**config.mk**
```make
export PLATFORM = sky130hd
export DESIGN_NAME = c5x72_feeder
export DESIGN_NICKNAME = d
export VERILOG_FILES = /design/src/rtl/c5x72_feeder.sv
export SDC_FILE = /design/constraint.sdc
export NUM_CORES = 2
export LEC_CHECK = 0
export ABC_AREA = 1
export BUFFER_PORTS_ARGS = -buffer_cell sky130_fd_sc_hd__clkbuf_2
export CAP_MARGIN = 25
export CORE_MARGIN = 1.5
export CORE_UTILIZATION = 25
export CTS_BUF_LIST = sky130_fd_sc_hd__clkbuf_4 sky130_fd_sc_hd__clkbuf_8
export CTS_CLUSTER_SIZE = 24
export DETAILED_ROUTE_END_ITERATION = 16
export SLEW_MARGIN = 20
export SYNTH_ARGS = -nofsm -noshare
export SYNTH_HDL_FRONTEND = slang
export SYNTH_SLANG_ARGS = --single-unit
```
**constraint.sdc**
```tcl
create_clock -name clk -period 8.8 [get_ports clk]
set_input_delay 1.32 -clock clk [delete_from_list [all_inputs] [get_ports clk]]
set_output_delay 1.32 -clock clk [all_outputs]
set_load 0.02 [all_outputs]
```
**src/rtl/c5x72_feeder.sv**
```systemverilog
// c5x72_feeder: assembles 35 streamed samples into a 5x7 window and issues it to the c5x72 core.
module c5x72_feeder #(
  parameter int W = 40
) (
  input  logic         clk,
  input  logic         reset,
  input  logic         push_in,
  input  logic [W-1:0] din,
  input  logic         sof,
  output logic         stop_in,
  input  logic         hold,
  output logic         push_samp,
  output logic         err_sof,
  output logic [15:0]  win_cnt,
  output logic [W-1:0] samp00, samp01, samp02, samp03, samp04,
  output logic [W-1:0] samp10, samp11, samp12, samp13, samp14,
  output logic [W-1:0] samp20, samp21, samp22, samp23, samp24,
  output logic [W-1:0] samp30, samp31, samp32, samp33, samp34,
  output logic [W-1:0] samp40, samp41, samp42, samp43, samp44,
  output logic [W-1:0] samp50, samp51, samp52, samp53, samp54,
  output logic [W-1:0] samp60, samp61, samp62, samp63, samp64
);
  typedef enum logic {FILL, READY} state_t;
  state_t state_q, state_d;
  logic [5:0] idx_q, idx_d;
  logic [W-1:0] fill_q [35];
  logic [W-1:0] fill_d [35];
  logic [W-1:0] out_q [35];
  logic [W-1:0] out_d [35];
  logic push_samp_q, push_samp_d, err_sof_q, err_sof_d;
  logic [15:0] win_cnt_q, win_cnt_d;
  always_comb begin
    state_d = state_q;
    idx_d = idx_q;
    fill_d = fill_q;
    out_d = out_q;
    push_samp_d = 1'b0;
    err_sof_d = 1'b0;
    win_cnt_d = win_cnt_q;
    if (push_in && state_q == FILL) begin
      fill_d[sof ? 6'd0 : idx_q] = din;
      idx_d = sof ? 6'd1 : (idx_q == 6'd34 ? 6'd0 : idx_q + 6'd1);
      err_sof_d = sof && idx_q != 6'd0;
      state_d = (!sof && idx_q == 6'd34) ? READY : FILL;
    end
    // issue: the bubble cycle spent in READY is the only gap between windows
    if (state_q == READY && !hold) begin
      out_d = fill_q;
      push_samp_d = 1'b1;
      win_cnt_d = win_cnt_q + 16'd1;
      state_d = FILL;
    end
  end
  always_ff @(posedge clk) begin
    if (reset) begin
      state_q <= FILL;
      idx_q <= 6'd0;
      out_q <= '{default: '0};
      push_samp_q <= 1'b0;
      err_sof_q <= 1'b0;
      win_cnt_q <= 16'd0;
    end else begin
      state_q <= state_d;
      idx_q <= idx_d;
      out_q <= out_d;
      push_samp_q <= push_samp_d;
      err_sof_q <= err_sof_d;
      win_cnt_q <= win_cnt_d;
    end
  end
  always_ff @(posedge clk) fill_q <= fill_d;
  assign stop_in = state_q == READY;
  assign push_samp = push_samp_q;
  assign err_sof = err_sof_q;
  assign win_cnt = win_cnt_q;
  assign samp00 = out_q[0];  assign samp01 = out_q[1];  assign samp02 = out_q[2];
  assign samp03 = out_q[3];  assign samp04 = out_q[4];
  assign samp10 = out_q[5];  assign samp11 = out_q[6];  assign samp12 = out_q[7];
  assign samp13 = out_q[8];  assign samp14 = out_q[9];
  assign samp20 = out_q[10]; assign samp21 = out_q[11]; assign samp22 = out_q[12];
  assign samp23 = out_q[13]; assign samp24 = out_q[14];
  assign samp30 = out_q[15]; assign samp31 = out_q[16]; assign samp32 = out_q[17];
  assign samp33 = out_q[18]; assign samp34 = out_q[19];
  assign samp40 = out_q[20]; assign samp41 = out_q[21]; assign samp42 = out_q[22];
  assign samp43 = out_q[23]; assign samp44 = out_q[24];
  assign samp50 = out_q[25]; assign samp51 = out_q[26]; assign samp52 = out_q[27];
  assign samp53 = out_q[28]; assign samp54 = out_q[29];
  assign samp60 = out_q[30]; assign samp61 = out_q[31]; assign samp62 = out_q[32];
  assign samp63 = out_q[33]; assign samp64 = out_q[34];
endmodule

```
# ---- Yosys cells after proc, flatten, opt, wreduce, memory -nomap -nowiden
# Index checks and enable logic that the tools add are counted.
dict set report word_totals {
  regBits 2825
  in_bits 45
  out_inout_bits 1419
  word_cells 101
}
dict set report classes {
  n_addsub 2
  n_lt_le_gt_ge 2
  n_eq_ne 1
  mux 8
  bitwise_logic 3
  n_reduce_logical 10
}
# op count
set ops {}
lappend ops {{$bwmux W1400} 1}
lappend ops {{$demux W40 S6} 1}
lappend ops {{$mux W40} 1}
lappend ops {{$mux W6} 3}
lappend ops {{$add A16 B1 Y16 const B} 1}
lappend ops {{$ge A7 B7 Y1 const B} 1}
lappend ops {{$lt A7 B1 Y1 const B} 1}
lappend ops {{$not A6 Y7} 1}
lappend ops {{$add A6 B1 Y6 const B} 1}
lappend ops {{$eq A6 B6 Y1 const B} 1}
lappend ops {{$reduce_bool A6 Y1} 1}
lappend ops {{$logic_and A1 B1 Y1} 5}
lappend ops {{$reduce_or A2 Y1} 2}
lappend ops {{$logic_not A1 Y1} 2}
lappend ops {{$mux W1} 2}
lappend ops {{$not A1 Y1} 2}

# ---- Depth between registers and ports, before layout
dict set report depth {
  depth_word 7
  ltp_mapped 8
  ltp_nobuf 8
}

# ---- Worst setup path before layout
# Ideal clock, no wire load.
dict set report synth_timing {
  path_kind {input-to-reg}
  from {input port push_in}
  to {register fill_q[1000] (netlist bit), enable pin}
  setup_ps 438
  t_arrival_ps 3566
  required_ps 8362
  setup_slack_ps 4797
  path_stages 4
  path_buffers 0
  cell_sequence {nand2_1 -> clkinv_1 -> nand4_1 -> nor2_1}
}
dict set report synth_via {
  elab_chain_len 1
}
# element line_no
set synth_rtl {}
lappend synth_rtl {{start: declaration} 7} ;# input logic push_in,
lappend synth_rtl {{$logic_and A1 B1 Y1} 40} ;# if (push_in && state_q == FILL) begin
lappend synth_rtl {{end signal: assignment} 71} ;# always_ff @(posedge clk) fill_q <= fill_d;
lappend synth_rtl {{end: declaration} 26} ;# logic [W-1:0] fill_q [35];
# Every way passes these cells.
# A chain may end at the register's enable or synchronous reset.

# ---- Worst setup path after layout
dict set report layout_timing {
  from {register state_q (netlist: stop_in)}
  to {register out_q, in the netlist samp44[15]}
}
dict set report layout_via {
  elab_chain_len 1
}
# element line_no
set layout_rtl {}
lappend layout_rtl {{start: declaration} 24} ;# state_t state_q, state_d;
lappend layout_rtl {{start signal: assignment} 63} ;# state_q <= state_d;
lappend layout_rtl {{$logic_and A1 B1 Y1} 47} ;# if (state_q == READY && !hold) begin
lappend layout_rtl {{end signal: assignment} 65} ;# out_q <= out_d;
lappend layout_rtl {{end: declaration} 28} ;# logic [W-1:0] out_q [35];
# Every way passes these cells.

==> run_results.csv <==
group,metric,value,unit
placed_design,dp_slack,4.302,ns
sta,fmax,249.7,MHz
clock_network,clkTransAtPathRegs,0.06,ns
yosys,synth-compound-area-share,0.001359,
yosys,synth_largest_area_cell,"edfxtp_1",
cells_and_area,regArea,0.07057,mm²
yosys,ys_ff_latch,2825,
worst_hold_path,worst_hold_path_type,"reg -> reg",
floorplan,num_rows,221,
clock_network,cts-root-buf,"clkbuf_8",
yosys,synth_top_family_by_area,"simple AND/OR/NAND/NOR gates",
clock_network,clk_path_buf_depth,4,
yosys,synth_area_leaders,"edfxtp_1 (46%), dfxtp_1 (31%), nand2_1 (12%), nand3_1 (7.8%), buf_2 (1.6%)",
yosys,yosys_warnings,0,
global_route,grtUsageTotal,0.1706,
yosys,yosys-mux-area-fraction,0,
sta,min_period,4.005,ns
cells_and_area,fillers,36810,
clock_network,post_cts_resized,0,
yosys,synth_top_area_frac,0.4611,
sta,worst_slack,4.795,ns
cells_and_area,layout-drive-gt1-share,0.2533,
yosys,synth_simple_gate_area_frac,0.1993,
routing,drtAntennaViolNets,0,
placed_design,place.gp.congestion,0.7953,
worst_setup_path,crit_top_cell,"buf_4",
cells_and_area,largest_reg_flops,1400,
clock_network,cts_tree,"done",
worst_setup_path,crit_fanout,191,
worst_setup_path,crit_type,"reg -> reg",
worst_setup_path,r2r_cells,6,
routing,drtIter0Drc,6868,
floorplan,initial_core_util,0.2513,
cells_and_area,area_growth,25.08,%
power,ir_drop,0.0001575,V
worst_setup_path,endpoint,"samp44[15]",
worst_setup_path,crit_path_max_incr_delay,0.68,ns
routing,drt_pre_antenna_iters,6,
yosys,synthCells,7707,
worst_setup_path,cp-end-kind,"flop",
sta,finalHoldViolCount,0,
yosys,yosys.cell_types.count,26,
global_route,grt_pass1_wl,447600,µm
floorplan,io-pin-count,1464,
sta,report.final.setup_viol,0,
sta,slew_headroom,0.05236,
yosys,ys_seq_area_frac,0.7739,
sta,tns,0,ns
worst_setup_path,regToRegEndpoint,"samp44[15]",
routing,vias,64670,
worst_setup_path,worstPathArrival,4.93,ns
clock_network,clock-sinks,2825,
worst_setup_path,critPathSlowestCell,"buf_4",
yosys,postSynthAreaPerCell,11.83,µm²
floorplan,core,0.3628,mm²
clock_network,postCtsHoldBufs,0,
cells_and_area,final_common_cell,"nand2_1",
placed_design,hpwl,211200,µm
clock_network,cts_made_buffers,448,
global_route,overflow,0,
global_route,grt_max_degree,206,
sta,skew,0.09093,ns
worst_setup_path,cp.required,9.72,ns
global_route,grt_pass1_vias,58090,
worst_setup_path,r2r_slack,4.80,ns
sta,worst_pin_slew,1.421,ns
clock_network,cts_max_level,5,
worst_setup_path,path_cells,"nand2_8 > buf_4 > buf_4 > buf_12 > nand3_1 > nand2_1",
global_route,antenna_found_initial,58,
worst_setup_path,start_kind,"flop",
routing,wire_per_inst,23.15,µm
floorplan,die_h,606.9,µm
yosys,synth.net_count,7756,
clock_network,clk_latency,1.07,ns
job,drv_cap,0,
sta,maxSlewViolCount,0,
yosys,synth_area,0.09118,mm²
yosys,synthXorXnorAreaFrac,0.0003842,
placed_design,io_buffers,1463,
cells_and_area,multi_input_area,0.01866,mm²
yosys,synthAdderAreaFrac,0.0005489,
sta,finalCritPeriodShare,0.4551,
outcome,outcome,"complete, no violations",
sta,grt_setup_unrepaired,"no",
floorplan,die-area,0.3683,mm²
power,p_leak,48.81,nW
routing,vias_per_cell,4.459,
floorplan,die_x,606.9,µm
routing,drc,0,
routing,routed_wl,335800,µm
cells_and_area,layout_common_cells,"nand2_1 (2852), dfxtp_1 (1425), clkbuf_2 (1423)",
cells_and_area,largest_register,"fill_q",
clock_network,postCtsSetupBuffers,0,
power,p_per_area,233.0,mW/mm²
cells_and_area,nNetsFinal,9327,
worst_setup_path,worstSetupStartpoint,"stop_in",
worst_setup_path,reg2reg_from,"stop_in",
==> cells in the mapped netlist (all sizes together) <==
cell type and number:
a21oi 11, a31oi 1, and3 1, buf 334
clkbuf 133, clkinv 1, dfxtp 1425, edfxtp 1400
ha 4, inv 26, nand2 2853, nand3 1419
nand4 5, nor2 75, nor3 3, nor3b 2
o211ai 2, o21a 1, o21ai 5, o21bai 2
xor2 4
==> worst max-delay path, delay by kind of cell, from the launching register on <==
kind	cells	cell delay (ns)
buffers and inverters	3	1.73
flip-flops	1	0.50
AND/OR/NAND/NOR	3	0.80
==> stage by stage <==
| step | area (µm²) | hold WS (ns) | std cells | total power, mW | util |
|---|---|---|---|---|---|
| after floorplan | 91180 | 0.4119 | 7707 | 14.21 | - |
| after global placement | 103900 | 0.4129 | 13620 | 14.62 | 0.2863 |
| after detailed placement | 103900 | 0.4172 | 13620 | 14.62 | 0.2863 |
| after CTS | 113900 | 0.3719 | 14470 | 26.81 | 0.3140 |
| after global routing | 114000 | 0.4046 | 14470 | 27.34 | 0.3142 |
| final | 114000 | 0.3695 | 14500 | 26.57 | 0.3144 |
==> power by group <==
part / leakage, nW / switching (mW) / internal (mW)
logic: 19.4 / 0.478 / 0.0352
clock network: 5.32 / 5.40 / 6.84
registers: 24.1 / 0.00542 / 13.8
==> metal layers <==
metal | vias to the layer above | part of all wire | GRT usage
met2 | 3183 | 0.47 | 0.2802
met1 | 31510 | 0.38 | 0.2065
met4 | 2 | 0.052 | 0.08737
met5 | - | 0.000039 | 0
li1 | 29260 | - | -
met3 | 713 | 0.093 | 0.04321
==> area by class of cell <==
| cell class | instances | area share |
|---|---|---|
| diodes | 35 | 0.0007680 |
| inverters | 27 | 0.0009545 |
| flip-flops and latches | 2825 | 0.6188 |
| clock buffers | 734 | 0.07761 |
| multi-input cells | 4388 | 0.1636 |
| well taps | 4794 | 0.05259 |
| repair buffers | 1588 | 0.07522 |
| clock inverters | 112 | 0.01048 |
==> how the worst min path moves through the flow <==
stage | startpoint | endpoint | slack (ns) | cells after the start
6_report | fill_q[1344] | samp01[24] | 0.37 | 2
5_1_grt | fill_q[1358] | samp01[38] | 0.40 | 2
4_1_cts | fill_q[1344] | samp01[24] | 0.37 | 2
3_5_place_dp | fill_q[1048] | samp13[8] | 0.42 | 2
3_3_place_gp | fill_q[269] | samp53[29] | 0.41 | 2
2_1_floorplan | fill_q[1360] | samp00[0] | 0.41 | 2
==> cells by family after synthesis <==
logic type | after synthesis
fa+ha+maj | 4
compound gates | 22
flops | 2825
xor+xnor | 4
simple gates | 4358
buf+inv | 494
(Power assumes the default switching activity.)
